$ cat src/rtl/segment_transition_ctl_if.sv
// segment_transition_ctl_if: request, timing, trigger and status bundle for segment_transition_ctl
interface segment_transition_ctl_if #(parameter int SysTimeWidth = 64);
  logic update;
  logic req_segment;
  logic [7:0] transition_mode;
  logic [SysTimeWidth-1:0] transition_value;
  logic [15:0] rep;
  logic [SysTimeWidth-1:0] sys_time;
  logic [3:0] gpio_in;
  logic loop_end;
  logic segment;
  logic switch;
  logic stop;
  logic pending;
  modport master (
    output update, req_segment, transition_mode, transition_value, rep, sys_time, gpio_in, loop_end,
    input segment, switch, stop, pending
  );
  modport slave (
    input update, req_segment, transition_mode, transition_value, rep, sys_time, gpio_in, loop_end,
    output segment, switch, stop, pending
  );
endinterface

$ cat src/rtl/segment_transition_ctl.sv
// segment_transition_ctl: read-segment switch controller; GPIO trigger mode enabled by AUTD3_TRANSITION_GPIO_EN
module segment_transition_ctl #(parameter int SysTimeWidth = 64) (
  input logic clk,
  input logic rst_n,
  segment_transition_ctl_if.slave bus
);
  typedef enum logic [2:0] {IDLE, WAIT_IDX, WAIT_TIME, WAIT_GPIO, EXT_RUN} state_t;
  localparam logic [7:0] MODE_IDX  = 8'h00;
  localparam logic [7:0] MODE_TIME = 8'h01;
  localparam logic [7:0] MODE_GPIO = 8'h02;
  localparam logic [7:0] MODE_EXT  = 8'hF0;
  state_t state, state_n, wait_state;
  logic segment, segment_n, switch_q, switch_n, stop, stop_n, pending, pending_n;
  logic [15:0] cnt, cnt_n, l_rep, l_rep_n;
  logic inf, inf_n, l_seg, l_seg_n, time_ge, time_ge_n;
  logic [SysTimeWidth-1:0] l_val, l_val_n;
  logic gpio_rise, mode_ok, met, accept;
`ifdef AUTD3_TRANSITION_GPIO_EN
  logic [3:0] s1, s2, s3;
  always_ff @(posedge clk or negedge rst_n)
    if (!rst_n) begin
      s1 <= '0;
      s2 <= '0;
      s3 <= '0;
    end else begin
      s1 <= bus.gpio_in;
      s2 <= s1;
      s3 <= s2;
    end
  assign gpio_rise = s2[l_val[1:0]] & ~s3[l_val[1:0]];
  assign mode_ok = bus.transition_mode inside {MODE_IDX, MODE_TIME, MODE_GPIO, MODE_EXT};
`else
  assign gpio_rise = 1'b0;
  assign mode_ok = bus.transition_mode inside {MODE_IDX, MODE_TIME, MODE_EXT};
`endif
  assign accept = bus.update & mode_ok;
  // EXT_RUN with pending set means the initial switch fires on this edge
  assign met = pending & ((state == WAIT_IDX & bus.loop_end) | (state == WAIT_TIME & time_ge) |
                          (state == WAIT_GPIO & gpio_rise) | state == EXT_RUN) |
               (state == EXT_RUN & ~pending & bus.loop_end);
  assign wait_state = bus.transition_mode == MODE_IDX  ? WAIT_IDX  :
                      bus.transition_mode == MODE_TIME ? WAIT_TIME :
                      bus.transition_mode == MODE_GPIO ? WAIT_GPIO : EXT_RUN;
  always_comb begin
    state_n = state;
    segment_n = segment;
    switch_n = 1'b0;
    stop_n = stop;
    pending_n = pending;
    cnt_n = cnt;
    inf_n = inf;
    l_seg_n = l_seg;
    l_val_n = l_val;
    l_rep_n = l_rep;
    time_ge_n = bus.sys_time >= l_val;
    if (met) begin
      segment_n = ~segment;
      switch_n = 1'b1;
      pending_n = 1'b0;
      cnt_n = l_rep;
      inf_n = &l_rep;
      stop_n = 1'b0;
      state_n = state == EXT_RUN ? EXT_RUN : IDLE;
    end else if (state == IDLE & bus.loop_end & ~stop & ~inf) begin
      stop_n = cnt == 16'd0;
      cnt_n = cnt == 16'd0 ? cnt : cnt - 16'd1;
    end
    // a new request is judged against the segment as it will be after this edge
    if (accept) begin
      l_seg_n = bus.req_segment;
      l_val_n = bus.transition_value;
      l_rep_n = bus.rep;
      time_ge_n = bus.sys_time >= bus.transition_value;
      if (bus.transition_mode != MODE_EXT && bus.req_segment == segment_n) begin
        state_n = IDLE;
        pending_n = 1'b0;
        cnt_n = bus.rep;
        inf_n = &bus.rep;
        stop_n = 1'b0;
      end else begin
        state_n = wait_state;
        pending_n = 1'b1;
        stop_n = bus.transition_mode == MODE_EXT ? 1'b0 : stop_n;
      end
    end
  end
  always_ff @(posedge clk or negedge rst_n)
    if (!rst_n) begin
      state <= IDLE;
      segment <= 1'b0;
      switch_q <= 1'b0;
      stop <= 1'b0;
      pending <= 1'b0;
      cnt <= 16'hFFFF;
      inf <= 1'b1;
      l_seg <= 1'b0;
      l_val <= '0;
      l_rep <= 16'hFFFF;
      time_ge <= 1'b0;
    end else begin
      state <= state_n;
      segment <= segment_n;
      switch_q <= switch_n;
      stop <= stop_n;
      pending <= pending_n;
      cnt <= cnt_n;
      inf <= inf_n;
      l_seg <= l_seg_n;
      l_val <= l_val_n;
      l_rep <= l_rep_n;
      time_ge <= time_ge_n;
    end
  assign bus.segment = segment;
  assign bus.switch = switch_q;
  assign bus.stop = stop;
  assign bus.pending = pending;
endmodule

$ cat src/flat_wrapper.sv
// flat-port wrapper written by rule: the top's interface ports become plain ports
module segment_transition_ctl_flat 
#(parameter int SysTimeWidth = 64)
  (clk, rst_n, bus_update, bus_req_segment, bus_transition_mode, bus_transition_value, bus_rep, bus_sys_time, bus_gpio_in, bus_loop_end, bus_segment, bus_switch, bus_stop, bus_pending);
  segment_transition_ctl_if #(.SysTimeWidth(SysTimeWidth)) bus_i ();
  input logic clk;
  input logic rst_n;
  input wire logic [$bits(bus_i.update)-1:0] bus_update;
  input wire logic [$bits(bus_i.req_segment)-1:0] bus_req_segment;
  input wire logic [$bits(bus_i.transition_mode)-1:0] bus_transition_mode;
  input wire logic [$bits(bus_i.transition_value)-1:0] bus_transition_value;
  input wire logic [$bits(bus_i.rep)-1:0] bus_rep;
  input wire logic [$bits(bus_i.sys_time)-1:0] bus_sys_time;
  input wire logic [$bits(bus_i.gpio_in)-1:0] bus_gpio_in;
  input wire logic [$bits(bus_i.loop_end)-1:0] bus_loop_end;
  output wire logic [$bits(bus_i.segment)-1:0] bus_segment;
  output wire logic [$bits(bus_i.switch)-1:0] bus_switch;
  output wire logic [$bits(bus_i.stop)-1:0] bus_stop;
  output wire logic [$bits(bus_i.pending)-1:0] bus_pending;
  assign bus_i.update = bus_update;
  assign bus_i.req_segment = bus_req_segment;
  assign bus_i.transition_mode = bus_transition_mode;
  assign bus_i.transition_value = bus_transition_value;
  assign bus_i.rep = bus_rep;
  assign bus_i.sys_time = bus_sys_time;
  assign bus_i.gpio_in = bus_gpio_in;
  assign bus_i.loop_end = bus_loop_end;
  assign bus_segment = bus_i.segment;
  assign bus_switch = bus_i.switch;
  assign bus_stop = bus_i.stop;
  assign bus_pending = bus_i.pending;
  segment_transition_ctl #(.SysTimeWidth(SysTimeWidth)) u_core (.clk(clk), .rst_n(rst_n), .bus(bus_i));
endmodule
$ cat config.mk
export PLATFORM = sky130hd
export DESIGN_NAME = segment_transition_ctl_flat
export DESIGN_NICKNAME = d
export VERILOG_FILES = /design/src/rtl/segment_transition_ctl_if.sv /design/src/rtl/segment_transition_ctl.sv /design/src/flat_wrapper.sv
export SDC_FILE = /design/constraint.sdc
export NUM_CORES = 1
export LEC_CHECK = 0
export ABC_AREA = 1
export ABC_CLOCK_PERIOD_IN_PS = 1640
export CAP_MARGIN = 15
export CELL_PAD_IN_SITES_DETAIL_PLACEMENT = 1
export CELL_PAD_IN_SITES_GLOBAL_PLACEMENT = 2
export CORE_MARGIN = 1
export CORE_UTILIZATION = 27
export DETAILED_ROUTE_END_ITERATION = 8
export PLACE_DENSITY = 0.89
export SLEW_MARGIN = 10
export SYNTH_ARGS = -nofsm -noshare
export SYNTH_HDL_FRONTEND = slang
export SYNTH_SLANG_ARGS = --single-unit
$ cat constraint.sdc
create_clock -name clk -period 1.64 [get_ports clk]
set_input_delay 0.328 -clock clk [delete_from_list [all_inputs] [get_ports clk]]
set_output_delay 0.328 -clock clk [all_outputs]
set_load 0.005 [all_outputs]
==> flow_summary_export.csv <==
group,metric,value,unit
layout,fillers,3518,
worst_setup_path,critical_path.top_delay_family,"simple AND/OR/NAND/NOR gates",
sta,tns,-1898,ps
grt,grt.total_usage,17.25,%
worst_setup_path,r2r_end,"u_core.cnt[7]",
sta,fmax,0.5562,GHz
drt,wl_per_cell,15.88,um
layout,drive_gt1_share,29.88,%
cts,clkLatencyLatePin,360,ps
sta,finalClockSkew,8.223,ps
worst_setup_path,crit_fanout,5,
yosys,ys_async_sr_fraction,100.0,%
drt,drc,0,
yosys,yosysWarningCount,0,
yosys,seq_area_frac_synth,32.41,%
yosys,yosysUniqueCellTypes,41,
cts,cts-buffers-inserted,9,
placed_design,io_buffers,160,
placed_design,dp_hpwl,20.88,mm
yosys,synth_area,8235,sq um
power,leakagePower,0.006390,uW
worst_hold_path,min_path_type,"input pin to flop",
drt,vias_per_cell,4.666,
floorplanning,fp.coreArea,29800,sq um
outcome,status,"finished with violations",
sta,finalSetupViolations,20,
worst_setup_path,arrival,2090,ps
cts,cts_tree,"done",
worst_setup_path,reg2reg_depth,13,
cts,cts.sinks,105,
drt,drt_first_pass_iters,6,
power,totalPowerFinal,9051,uW
yosys,synth_fa_ha_area_share,19.75,%
yosys,syn_nets,1391,
job,drv_cap,0,
drt,vias,8417,
grt,grt_pass1_vias,8883,
sta,hold_viol,0,
placed_design,gp_congestion,0.8190,
sta,timing.final.ws_setup,-158.0,ps
sta,grt_setup_unrepaired,"yes",
worst_setup_path,worst-endpoint-required,1930,ps
yosys,synthXorXnorAreaFrac,0.8508,%
outcome,failed_checks,"negative setup slack",
worst_setup_path,critical_path_class,"flop to flop",
worst_hold_path,hold_depth,3,
floorplanning,die_w,176.6,um
yosys,synth_area_per_cell,7.487,sq um
grt,gr-total-overflow,0,
worst_setup_path,cp_cell_sequence,"inv_2 > nand2_2 > nor2_2 > o21ai_2 > buf_6 > nand3_4 > nand3_4 > nand2_4 > nand3_4 > buf_4 > buf_6 > nor2_2 > a21oi_2",
worst_hold_path,worstHoldEndpoint,"u_core.l_val[43]",
cts,path_clk_slew,80,ps
yosys,ys.flop_type,"dfrtp_1",
cts,root_buffer,"clkbuf_16",
yosys,syn-instance-count,1100,
power,power.density,690.5,nW/um^2
yosys,synth-seq-cells,105,
worst_setup_path,slowest_delay,400,ps
yosys,synth_top_family_by_area,"simple AND/OR/NAND/NOR gates",
yosys,synth_edf_count,0,
sta,hold-worst-slack,284.3,ps
floorplanning,io_pins,165,
placed_design,dp_slack,-954.7,ps
yosys,synth.area.top_cells,"dfrtp_1 (22%), ha_1 (20%), nand2_1 (13%)",
floorplanning,die_h,176.6,um
yosys,synth_top_area_share,21.88,%
floorplanning,start_util,27.64,%
power,irDropWorstVdd,0.0004117,V
floorplanning,num_rows,63,
yosys,synth.area.mux_share,0.3646,%
grt,grt_max_degree,42,
sta,tightest_slew,333.9,ps
yosys,netlist.top_cell.by_area,"dfrtp_1",
sta,slew_headroom,77.54,%
sta,timing.final.crit_share,109.6,%
worst_setup_path,crit_path_end_kind,"flop",
layout,fin_nets,1695,
layout,utilization,43.99,%
grt,grt_pass1_wl,42.74,mm
floorplanning,die_area,31200,sq um
layout,area_delta_synth_final,59.16,%
worst_setup_path,rrSetupSlack,-160,ps
yosys,synth_compound_area_share,12.76,%
worst_setup_path,crit_top_cell,"nand3_4",
worst_setup_path,crit_path_start_kind,"flop",
cts,cts_buffer_depth,2,
worst_setup_path,cp_num_buf_inv,4,
worst_setup_path,crit_slowest_cell,"dfrtp_1",
sta,finalCriticalPeriod,1798,ps
yosys,synth_simple_gate_area_share,23.56,%
drt,initialDrtViolationCount,219,
worst_setup_path,r2r-start,"u_core.state[0]",
sta,slew_violations,0,
drt,antenna_left,0,
worst_hold_path,hp-start,"bus_transition_value[43]",
grt,antenna_found_initial,9,
drt,routed_wl,28.65,mm
cts,ctsHtreeMaxLevel,3,
-- timing repair --
item	in CTS	in global routing
pin swaps	64	63
gates resized for setup	167	175
cloned	1	10
setup buffers	9	19
setup endpoints to repair	50	85
endpoints found under the hold margin	14	0
hold buffers	1	0
-- cell type report --
cell class	instances	area (sq um)	share of cell area (%)
antenna	5	12.51	0.09546
clock buffer	13	271.5	2.071
clock inverter	3	46.29	0.3532
inverter	187	713.2	5.441
multi-input combinational	782	5758	43.93
sequential	105	2671	20.38
tap	390	488.0	3.723
timing repair buffer	317	3133	23.90
timing repair inverter	2	13.76	0.1050
-- Yosys cell counts, drive strengths merged, types with 10 or more instances --
cell	instances
nand2	298
clkbuf	10
nor2	61
nand4	23
dfstp	33
a21oi	72
ha	130
nand3	46
o21ai	102
dfrtp	72
buf	16
inv	187
-- registers in the layout, summed over array words and instances (netlist names) --
name                flops
u_core.bus.pending      1
u_core.bus.segment      1
u_core.bus.stop         1
u_core.bus.switch       1
u_core.cnt             16
u_core.inf              1
u_core.l_rep           16
u_core.l_val           64
u_core.state            3
u_core.time_ge          1
-- through the flow --
stage	instance area, sq um	instances
floorplan	8235	1100
CTS	12090	1770
detailed placement	11170	1744
global route	13110	1803
global placement	11170	1744
finish	13110	1804
-- logic make-up (layout without fill, tap and decap cells) --
family	after synthesis	after routing
compound gates	194	194
xor+xnor	8	8
fa+ha+maj	130	130
buf+inv	213	522
flops	105	105
mux	3	3
other cells	0	5
simple gates	447	447
-- how the worst max path moves through the flow --
stage	from	end	slack, ps	depth (start not counted)
after floorplan	u_core.cnt[0]	u_core.cnt[7]	60	11
after global placement	bus_transition_value[55]	u_core.time_ge	-830	12
after detailed placement	bus_transition_value[54]	u_core.time_ge	-950	12
after CTS	u_core.l_val[30]	u_core.time_ge	-110	11
after global routing	bus_transition_value[19]	u_core.time_ge	-270	15
final	u_core.state[0]	u_core.cnt[7]	-160	13
-- layout by cell type, fill, tap and decap left out, types with 28 or more instances in the layout --
master	synthesis	final
inv_2	4	33
dfrtp_1	72	70
dfstp_2	33	33
o21ai_0	96	66
clkdlybuf4s50_1	0	91
nand2_1	292	258
ha_1	130	94
buf_4	3	119
a21oi_1	70	53
nand2_2	5	28
nor2_1	57	36
dlygate4sd2_1	0	46
ha_4	0	36
inv_1	183	152
-- power by group --
group | internal (uW) | switching (uW) | total [uW]
sequential | 3030 | 239 | 3270
clock | 1330 | 1060 | 2390
combinational | 1650 | 1740 | 3390
-- metal layers --
metal | vias to the layer above | part of all wire (%) | GRT usage, %
li1 | 4188 | - | -
met1 | 4029 | 41 | 20.01
met2 | 150 | 53 | 31.50
met3 | 42 | 4.2 | 3.587
met4 | 8 | 1.8 | 5.244
met5 | - | 0.21 | 0
-- worst min-delay path, delay by kind of cell --
family / cells / cell delay, ps
buffers and inverters: 2 / 200
AOI/OAI and AO/OA: 1 / 80
No activity file was read; power rests on OpenSTA's default activity.
